--- src/rtl/fpu_pkg.sv ---
`default_nettype none
// +----------------------------------------------------------------------+
// | Module      : fpu_pkg                                                |
// | Description : Shared FP64 field constants, issue-slot kinds and the  |
// |               result record stored in the fpuprod_seq output FIFO.   |
// | Revision    : 1.0 - initial release                                  |
// +----------------------------------------------------------------------+
package fpu_pkg;

   // FP64 layout: sign 63, exponent 62:53 (bias 0x200), mantissa 52:0
   localparam int         SIGN   = 63;
   localparam int         EXP_HI = 62;
   localparam int         EXP_LO = 53;
   localparam int         MANT_W = 53;
   localparam logic [9:0] BIAS   = 10'h200;

   // What a multiplier issue slot produces when its result comes back
   typedef enum logic [1:0] {
      SGL = 2'd0,   // single-length product, pushed on its own
      HI  = 2'd1,   // high half of a double, parked until its LO arrives
      LO  = 2'd2    // low half of a double, pushed together with the HI
   } slot_kind_e;

   // Result record held in the output FIFO (tag is appended separately
   // because its width is a parameter of the instantiating block)
   typedef struct packed {
      logic [63:0] hi;
      logic [63:0] lo;
      logic        dbl;
   } fifo_res_t;

endpackage
`default_nettype wire

--- src/rtl/fpuprod_fifo.sv ---
`default_nettype none
// +----------------------------------------------------------------------+
// | Module      : fpuprod_fifo                                           |
// | Description : DEPTH x W synchronous FIFO with occupancy count.        |
// |               Push and pop may happen in the same cycle, also when   |
// |               full (the popped slot is reused) or empty.             |
// | Ports       : clk, rst (sync, active-low)                            |
// |               push_i/data_i  - write side                            |
// |               pop_i/data_o   - read side, data_o is the head entry   |
// |               count_o        - entries currently held (0..DEPTH)     |
// | Revision    : 1.0 - initial release                                  |
// +----------------------------------------------------------------------+
module fpuprod_fifo
#(
   parameter int DEPTH = 4,
   parameter int W     = 133
) (
   input  logic                       clk,
   input  logic                       rst,
   input  logic                       push_i,
   input  logic [W-1:0]               data_i,
   input  logic                       pop_i,
   output logic [W-1:0]               data_o,
   output logic [$clog2(DEPTH):0]     count_o
);

   localparam int             AW     = $clog2(DEPTH);
   localparam logic [AW:0]    C_FULL = (AW+1)'(DEPTH);

   logic [W-1:0]  mem_q [DEPTH];
   logic [AW-1:0] wr_q;
   logic [AW-1:0] rd_q;
   logic [AW:0]   cnt_q;

   logic w_pop;
   logic w_push;

   // A pop frees the head slot in the same edge, so a full FIFO can
   // still take a push when it is also being read.
   assign w_pop  = pop_i && (cnt_q != '0);
   assign w_push = push_i && ((cnt_q != C_FULL) || w_pop);

   always_ff @(posedge clk) begin
      if (!rst) begin
         wr_q  <= '0;
         rd_q  <= '0;
         cnt_q <= '0;
      end else begin
         if (w_push) wr_q <= wr_q + AW'(1);
         if (w_pop)  rd_q <= rd_q + AW'(1);
         cnt_q <= cnt_q + (AW+1)'(w_push) - (AW+1)'(w_pop);
      end
   end

   // Storage carries no reset; validity is tracked by cnt_q alone
   always_ff @(posedge clk) begin
      if (w_push) mem_q[wr_q] <= data_i;
   end

   assign data_o  = mem_q[rd_q];
   assign count_o = cnt_q;

endmodule
`default_nettype wire

--- src/rtl/fpuprod_seq.sv ---
`default_nettype none
// +----------------------------------------------------------------------+
// | Module      : fpuprod_seq                                            |
// | Description : Issue/collect sequencer around the fpuprod64 multiplier|
// |               stage. Requests are issued once (single) or twice      |
// |               (double: high half then low half), results are paired  |
// |               and returned in order through a backpressured FIFO.    |
// |               Credits reserve a FIFO slot for every issued request   |
// |               because the multiplier pipeline cannot stall.          |
// | Ports       : clk, rst (sync, active-low)                            |
// |               in_*   - request handshake and operands               |
// |               mul_*  - registered multiplier operands / raw results  |
// |               out_*  - result handshake, head of the output FIFO     |
// | Revision    : 1.0 - initial release                                  |
// +----------------------------------------------------------------------+
module fpuprod_seq
   import fpu_pkg::*;
#(
   parameter int MUL_LAT = 2,
   parameter int DEPTH   = 4,
   parameter int TAG_W   = 4
) (
   input  logic              clk,
   input  logic              rst,
   // request side
   input  logic              in_vld,
   output logic              in_rdy,
   input  logic [63:0]       in_A,
   input  logic [63:0]       in_B,
   input  logic              in_rnd,
   input  logic              in_dbl,
   input  logic [TAG_W-1:0]  in_tag,
   // multiplier side
   output logic [63:0]       mul_A,
   output logic [63:0]       mul_B,
   output logic              mul_rnd,
   output logic              mul_pookg,
   input  logic [63:0]       mul_res,
   input  logic [63:0]       mul_res2,
   // result side
   output logic              out_vld,
   input  logic              out_rdy,
   output logic [63:0]       out_hi,
   output logic [63:0]       out_lo,
   output logic              out_dbl,
   output logic [TAG_W-1:0]  out_tag,
   output logic              out_ovf
);

   localparam int              CW      = $clog2(DEPTH) + 1;
   localparam logic [CW-1:0]   C_LIMIT = CW'(DEPTH);
   localparam int              FW      = $bits(fifo_res_t) + TAG_W;

   localparam logic [0:0]      S_IDLE  = 1'b0;
   localparam logic [0:0]      S_LO    = 1'b1;

   typedef struct packed {
      logic             vld;
      slot_kind_e       kind;
      logic [TAG_W-1:0] tag;
   } slot_t;

   logic [0:0]       state_q, state_d;
   logic [CW-1:0]    credits_q, credits_d;
   logic             lo_phase;
   logic             w_accept;
   logic             w_pop;

   logic [63:0]      mul_a_q, mul_b_q;
   logic             mul_rnd_q, mul_pookg_q;
   slot_t            iss_q;
   slot_t            sr_q [MUL_LAT];
   slot_t            w_tail;
   logic [63:0]      pend_q;

   logic             w_push;
   fifo_res_t        w_push_res;
   logic [FW-1:0]    w_fifo_out;
   fifo_res_t        w_head_res;
   logic [TAG_W-1:0] w_head_tag;
   logic [CW-1:0]    w_fifo_cnt;

   // ---------------------------------------------------------------
   // FSM: state register / next state / outputs
   // ---------------------------------------------------------------
   always_ff @(posedge clk) begin
      if (!rst) state_q <= S_IDLE;
      else      state_q <= state_d;
   end

   always_comb begin
      state_d = state_q;
      case (state_q)
         S_IDLE:  if (w_accept && in_dbl) state_d = S_LO;
         S_LO:    state_d = S_IDLE;
         default: state_d = S_IDLE;
      endcase
   end

   // in_rdy looks only at registered state (and the reset pin), never
   // at out_rdy, so there is no combinational path across the block.
   always_comb begin
      in_rdy   = 1'b0;
      lo_phase = 1'b0;
      case (state_q)
         S_IDLE:  in_rdy   = rst && (credits_q < C_LIMIT);
         S_LO:    lo_phase = 1'b1;
         default: ;
      endcase
   end

   assign w_accept = in_vld && in_rdy;
   assign w_pop    = out_vld && out_rdy;

   // ---------------------------------------------------------------
   // Credits: one per accepted request (a double uses one), returned
   // when its result leaves the FIFO.
   // ---------------------------------------------------------------
   always_comb begin
      credits_d = credits_q + CW'(w_accept) - CW'(w_pop);
   end

   always_ff @(posedge clk) begin
      if (!rst) credits_q <= '0;
      else      credits_q <= credits_d;
   end

   // ---------------------------------------------------------------
   // Issue stage: operand registers plus the slot marker that rides
   // alongside them into the latency shift register.
   // ---------------------------------------------------------------
   always_ff @(posedge clk) begin
      if (!rst) begin
         mul_a_q     <= '0;
         mul_b_q     <= '0;
         mul_rnd_q   <= 1'b0;
         mul_pookg_q <= 1'b0;
         iss_q       <= '0;
      end else begin
         iss_q.vld <= 1'b0;
         if (w_accept) begin
            mul_a_q     <= in_A;
            mul_b_q     <= in_B;
            mul_rnd_q   <= in_rnd;
            mul_pookg_q <= 1'b0;
            iss_q.vld   <= 1'b1;
            iss_q.kind  <= in_dbl ? HI : SGL;
            iss_q.tag   <= in_tag;
         end else if (lo_phase) begin
            // operands held from the HI issue; tag is unchanged too
            mul_pookg_q <= 1'b1;
            iss_q.vld   <= 1'b1;
            iss_q.kind  <= LO;
         end
      end
   end

   assign mul_A     = mul_a_q;
   assign mul_B     = mul_b_q;
   assign mul_rnd   = mul_rnd_q;
   assign mul_pookg = mul_pookg_q;

   // The tail entry is the slot whose result is on mul_res/mul_res2
   // during the current cycle.
   always_ff @(posedge clk) begin
      if (!rst) begin
         for (int i = 0; i < MUL_LAT; i++) sr_q[i] <= '0;
      end else begin
         sr_q[0] <= iss_q;
         for (int i = MUL_LAT - 1; i > 0; i--) sr_q[i] <= sr_q[i-1];
      end
   end

   assign w_tail = sr_q[MUL_LAT-1];

   // ---------------------------------------------------------------
   // Result capture. LO slots read only mul_res2: the low mantissa
   // bits of mul_res are not driven in the low-half pass.
   // ---------------------------------------------------------------
   always_comb begin
      w_push     = 1'b0;
      w_push_res = '0;
      if (w_tail.vld) begin
         case (w_tail.kind)
            SGL: begin
               w_push         = 1'b1;
               w_push_res.hi  = mul_res;
            end
            LO: begin
               w_push         = 1'b1;
               w_push_res.hi  = pend_q;
               w_push_res.lo  = mul_res2;
               w_push_res.dbl = 1'b1;
            end
            default: ;
         endcase
      end
   end

   always_ff @(posedge clk) begin
      if (!rst)                                pend_q <= '0;
      else if (w_tail.vld && w_tail.kind == HI) pend_q <= mul_res;
   end

   // ---------------------------------------------------------------
   // Output FIFO
   // ---------------------------------------------------------------
   fpuprod_fifo #(
      .DEPTH   (DEPTH),
      .W       (FW)
   ) u_fifo (
      .clk     (clk),
      .rst     (rst),
      .push_i  (w_push),
      .data_i  ({w_push_res, w_tail.tag}),
      .pop_i   (w_pop),
      .data_o  (w_fifo_out),
      .count_o (w_fifo_cnt)
   );

   assign {w_head_res, w_head_tag} = w_fifo_out;

   // Outputs are forced to zero whenever nothing valid is presented
   assign out_vld = rst && (w_fifo_cnt != '0);
   assign out_hi  = out_vld ? w_head_res.hi  : '0;
   assign out_lo  = out_vld ? w_head_res.lo  : '0;
   assign out_dbl = out_vld ? w_head_res.dbl : 1'b0;
   assign out_tag = out_vld ? w_head_tag     : '0;
   assign out_ovf = &out_hi[EXP_HI:EXP_LO];

endmodule
`default_nettype wire

--- config.mk ---
export PLATFORM = sky130hd
export DESIGN_NAME = fpuprod_seq
export DESIGN_NICKNAME = d
export VERILOG_FILES = /design/src/rtl/fpu_pkg.sv /design/src/rtl/fpuprod_fifo.sv /design/src/rtl/fpuprod_seq.sv
export SDC_FILE = /design/constraint.sdc
export NUM_CORES = 1
export LEC_CHECK = 0
export ABC_AREA = 1
export BUFFER_PORTS_ARGS = -buffer_cell sky130_fd_sc_hd__clkbuf_2
export CORE_ASPECT_RATIO = 1.75
export CORE_UTILIZATION = 51
export CTS_CLUSTER_SIZE = 16
export DETAILED_ROUTE_END_ITERATION = 10
export PLACE_DENSITY = 0.8
export SKIP_LAST_GASP = 1
export SYNTH_ARGS = -nofsm -noshare
export SYNTH_HDL_FRONTEND = slang
export SYNTH_HIERARCHICAL = 1
export SYNTH_SLANG_ARGS = --single-unit
--- constraint.sdc ---
create_clock -name clk -period 9.9 [get_ports clk]
set_input_delay 2.475 -clock clk [delete_from_list [all_inputs] [get_ports clk]]
set_output_delay 2.475 -clock clk [all_outputs]
set_load 0.02 [all_outputs]
* After elaboration in Yosys (flattened, before gate mapping)
Memory sizes are Yosys's and may differ from the RTL's. A register that Yosys moved wholly into a read port is not among the register bits.
Index checks and enable logic that the tools add are counted.
** Storage, ports and cells
- Memories :: 2
- Bits in latches :: 0
- Memory bits (writable) :: 546
- Input port bits :: 266
- Memory bits (read-only) :: 0
- Register bits after elaboration :: 212
- Output and inout bits :: 266
- Word-level logic and storage cells :: 68
** Cells by class
- Reduce and logical (&&, ||, !) cells :: 15
- Add/sub/neg operators :: 6
- Muxes and demuxes :: 24
- Multipliers :: 0
- Equality and inequality tests :: 3
- Bitwise operators :: 4
- Shifts and indexed selects :: 0
- Divide/modulo/power cells :: 0
- $lt $le $gt $ge :: 1
** Memories
- u_fifo.mem_q :: depth 4, width 133, read ports 1, clocked after Yosys merged registers in 1, write ports 1, line fpuprod_fifo.sv:30 : logic [W-1:0] mem_q [DEPTH];
- sr_q :: depth 2, width 7, read ports 2, clocked after Yosys merged registers in 0, write ports 2, line fpuprod_seq.sv:72 : slot_t sr_q [MUL_LAT];
** Operators with widths (number)
- two-way mux 129 bit :: 1
- two-way mux 64 bit :: 2
- case mux 64 bit (2 select lines) :: 1
- two-way mux 65 bit :: 1
- two-way mux 7 bit :: 2
- two-way mux 1 bit :: 11
- AND reduction 10 bit :: 1
- logical AND 1 bit :: 8
- adder 3 x 1 -> 3 bit :: 2
- two-way mux 3 bit :: 2
- subtractor 3 x 1 -> 3 bit :: 2
- adder 2 x 1 -> 2 bit (second input constant) :: 2
- two-way mux 2 bit :: 2
- two-way mux 4 bit :: 1
- OR reduction 2 bit :: 2
- less-than comparator 3 bit (second input constant) :: 1
- != test 3 bit (second input constant) :: 1
- nonzero test 3 bit :: 1
- == test 2 x 1 -> 1 bit (second input constant) :: 1
- == test 2 bit (second input constant) :: 1
- zero test 2 bit :: 1
- NOT 1 bit :: 2
- OR 1 bit :: 2
- case mux 1 bit (2 select lines) :: 1
- other kinds (2) :: 2

* Logic depth before layout (Yosys ltp)
- Word-level depth :: 8
- Gate-level depth with buffers :: 17
- Depth with buffers taken out :: 15

* Cells and area by module
Netlist, hierarchy kept.
** By module, submodules not included
- fpuprod_fifo :: area each 20206.9 sq um, cells each 1354, instances 1
- fpuprod_seq :: area each 10831.6 sq um, cells each 1842, instances 1

* Least setup slack after synthesis
OpenSTA, ideal clock, no wires.
- Kind :: in2reg
- Start :: input port rst
- End :: memory u_fifo.mem_q[0][0], enable pin
- Buffers on the path :: 3
- Cell stages on the path :: 9
- Arrival :: 9.120 ns
- Setup time :: 0.627 ns
- Setup slack :: 0.153 ns
- Required time :: 9.273 ns
- Cells stage by stage :: buf_2 nand2_1 buf_2 buf_2 nor2_1 nor2_1 nand2_1 nand2_1 nor2_1
** On the way
- Cells in the longest elaborated chain, start to end :: 7
** Ends and longest elaborated chain
- from (decl) :: line fpuprod_seq.sv:24 : input logic rst,
- logical AND 1 bit :: line fpuprod_seq.sv:224 : assign out_vld = rst && (w_fifo_cnt != '0);
- logical AND 1 bit :: line fpuprod_seq.sv:113 : assign w_pop = out_vld && out_rdy;
- net w_pop :: line fpuprod_seq.sv:67 : logic w_pop;
- logical AND 1 bit :: line fpuprod_fifo.sv:40 : assign w_pop = pop_i && (cnt_q != '0);
- logical OR 1 bit :: line fpuprod_fifo.sv:41 : assign w_push = push_i && ((cnt_q != C_FULL) || w_pop);
- logical AND 1 bit :: line fpuprod_fifo.sv:41
- two-way mux 1 bit :: line fpuprod_fifo.sv:57 : if (w_push) mem_q[wr_q] <= data_i;
- two-way mux 1 bit (implied by the code) :: line fpuprod_fifo.sv:57
- to (decl) :: line fpuprod_fifo.sv:30
The timed path passes the listed nets, and every way through them passes these cells.

==> flow_summary.toml <==
[timing]
fin_crit_ns = 6.97
drv_slew = 0
fmax_mhz = 143
setup_viol = 0
worst_slew_pin_slew_ns = 1.19
finalClockSkew_ns = 0.0320
relSlewSlack_pct = 20.7
hold_viol_final = 0
setup_slack_ns = 2.93
rsz0062_at_grt = "false"
period_share_pct = 70.4
fin_setup_tns_ns = 0

[worst_setup_path]
crit_top_cell = "buf_4"
cp_slowest_stage_delay_ns = 1.01
path_cells = "buf_4 > buf_4 > o21ai_0 > o22ai_1 > inv_1 > nor2_1 > clkbuf_2"
crit_path_end_kind = "output port"
critPathMaxFanout = 102
critPathSlowestCell = "dfxtp_4"
crit_type = "reg2out"
cp.required_ns = 7.43
critPathLaunchType = "flip-flop"
cp.arrival_ns = 4.50

[die]
start_util_pct = 51.6
io_pins = 532
die_h_um = 328
die_area_um2 = 61900
core_area_um2 = 60200
die_w_um = 188
rows = 119

[global_route]
grt_first_pass_wirelength_um = 118000
antenna_found_initial = 8
grt_pass1_vias = 22500
grt_max_degree = 186
grtUsageTotal_pct = 24.6
globalRouteOverflowTotal = 0

[yosys]
synth_compound_area_share_pct = 9.19
syn_area_per_cell_um2 = 9.71
yosys_warnings = 6
synth.distinct_cells = 25
synthMuxAreaShare_pct = 0
synthAdderAreaFrac_pct = 0.451
netlist_area_um2 = 31000
synth_top_family_by_area = "simple AND/OR/NAND/NOR gates"
yosys.area_share.xor_xnor_pct = 0.0847
netlist_instances = 3196
syn_nets = 3472
ys_seq_elements = 760
yosysSeqAreaShare_pct = 66.2
synth-simple-area-share_pct = 15.9

[power_and_ir_drop]
p_per_area_nw_per_um2 = 183
leakagePower_nw = 15.6
vdd_drop_max_v = 0.000185
power_mw = 6.64

[finish]
layout_common_cells = "995 x nor2_1, 532 x edfxtp_1, 530 x clkbuf_2"
drive_above_1_share_pct = 18.4
final_common_cell = "nor2_1"
syn2layout_area_growth_pct = 16.8
nNetsFinal = 3903

[clock_tree]
cts_buffers = 66
hold_buffers = 0
post_cts_buffers = 0
cts_max_level = 3
post_cts_resize_count = 0
cts.sinks = 760
cts_tree = "yes"
clockBufferDepth = 3
cts-root-buf = "clkbuf_16"
clk_pin_slew_ns = 0.07
clk_latency_ns = 0.61

[detailed_routing]
drcViolationCount = 0
viasPerCell = 5.19
wl_per_cell_um = 17.4
via_count = 23200
routed_wl_um = 77700
drt_iter0_drc = 1652
drtPass1Iterations = 5
antenna_left = 0

[outcome]
run_status = "finished, final reports clean"

[placement]
io_buffers = 531
gp_congestion = 0.812
place_hpwl_um = 46700
place_ws_ns = 3.17

[run]
maxCapViolCount = 0

[min_path]
hp-class = "reg2reg"
state kept, by name (all words and copies together), names as in the netlist, named ones only:
signal and cells:
credits_q 3, mul_B 64, mul_rnd 1, u_fifo/mem_q 532, mul_A 64, iss_q 7, sr_q 14, pend_q 64
state_q 1, mul_pookg 1, u_fifo/count_o 3, u_fifo/wr_q 2, u_fifo/rd_q 2
power by group:
part | internal (mW) | total [mW] | switching, mW
logic | 0.142 | 0.420 | 0.278
clock network | 1.62 | 2.75 | 1.13
registers | 3.43 | 3.47 | 0.0365
routing by layer:
layer  vias up  global-route usage [%]  wire (µm)
li1      11200                       -          -
met1     10800                    26.3      27800
met2      1057                    44.2      39500
met3       179                    5.44       6200
met4         2                    14.1       4150
met5         -                       0         12
through the flow:
stage | hold slack (ns) | utilization, % | std cells | area, µm²
4_1_cts | 0.408 | 60.2 | 4466 | 36200
5_1_grt | 0.436 | 60.2 | 4473 | 36200
3_5_place_dp | 0.400 | 56.3 | 4345 | 33900
2_1_floorplan | 0.390 | - | 3196 | 31000
6_report | 0.406 | 60.2 | 4474 | 36200
3_3_place_gp | 0.396 | 56.3 | 4345 | 33900
cell families (layout without fill, tap and decap cells):
logic type / Yosys count / in the layout
and+or+nand+nor: 1312 / 1312
DFF: 760 / 760
xor gates and xnor gates: 3 / 3
AOI/OAI and AO/OA: 537 / 537
other: 0 / 8
buffers and inverters: 574 / 1058
adders and majority gates: 10 / 10
layout make-up:
| type | instances | area, µm² |
|---|---|---|
| fillers | 4833 | 23900 |
| flip-flops and latches | 760 | 20500 |
| multi-input cells | 1862 | 8030 |
| repair buffers | 558 | 2890 |
| clock buffers | 89 | 1850 |
| inverters | 379 | 1430 |
| well taps | 786 | 983 |
| clock inverters | 32 | 483 |
| diodes | 8 | 20.0 |
worst max-delay path, delay by kind of cell (launching register included):
| family | cells | cell delay, ns |
|---|---|---|
| AOI/OAI and AO/OA | 2 | 0.67 |
| buffers and inverters | 4 | 1.90 |
| DFF | 1 | 1.01 |
| and+or+nand+nor | 1 | 0.11 |
cell usage after synthesis:
cell type / n / area (µm²)
a21oi_1: 6 / 30.0
buf_1: 12 / 45.0
buf_2: 68 / 340
buf_4: 4 / 30.0
buf_6: 36 / 405
clkbuf_1: 68 / 255
clkbuf_2: 7 / 35.0
dfxtp_1: 228 / 4560
edfxtp_1: 532 / 16000
fa_1: 2 / 40.0
ha_1: 8 / 100
inv_1: 375 / 1410
inv_2: 3 / 11.3
inv_4: 1 / 6.26
nand2_1: 301 / 1130
nand2_2: 1 / 6.26
nand3_1: 7 / 35.0
nand4_1: 2 / 12.5
nor2_1: 1000 / 3750
nor3_1: 1 / 5.00
o21ai_0: 270 / 1350
o21ai_1: 128 / 641
o22ai_1: 133 / 832
xnor2_1: 1 / 8.76
xor2_1: 2 / 17.5
worst paths after layout:
| check | start | endpoint | slack (ns) | depth (start not counted) |
|---|---|---|---|---|
| worst max-delay path | flip-flop | out_hi[15] | 2.93 | 7 |
| worst min-delay path | sr_q[0][5]$_SDFF_PN0_ | sr_q[0][12]$_SDFF_PN0_ | 0.41 | 2 |
| worst max register to register | u_fifo/count_o[1]$_SDFF_PN0_ | u_fifo/mem_q[2][53]$_DFFE_PP_ | 6.03 | 9 |
| worst min register to register | sr_q[0][5]$_SDFF_PN0_ | sr_q[0][12]$_SDFF_PN0_ | 0.41 | 2 |
Power figures use the tool's default switching activity.
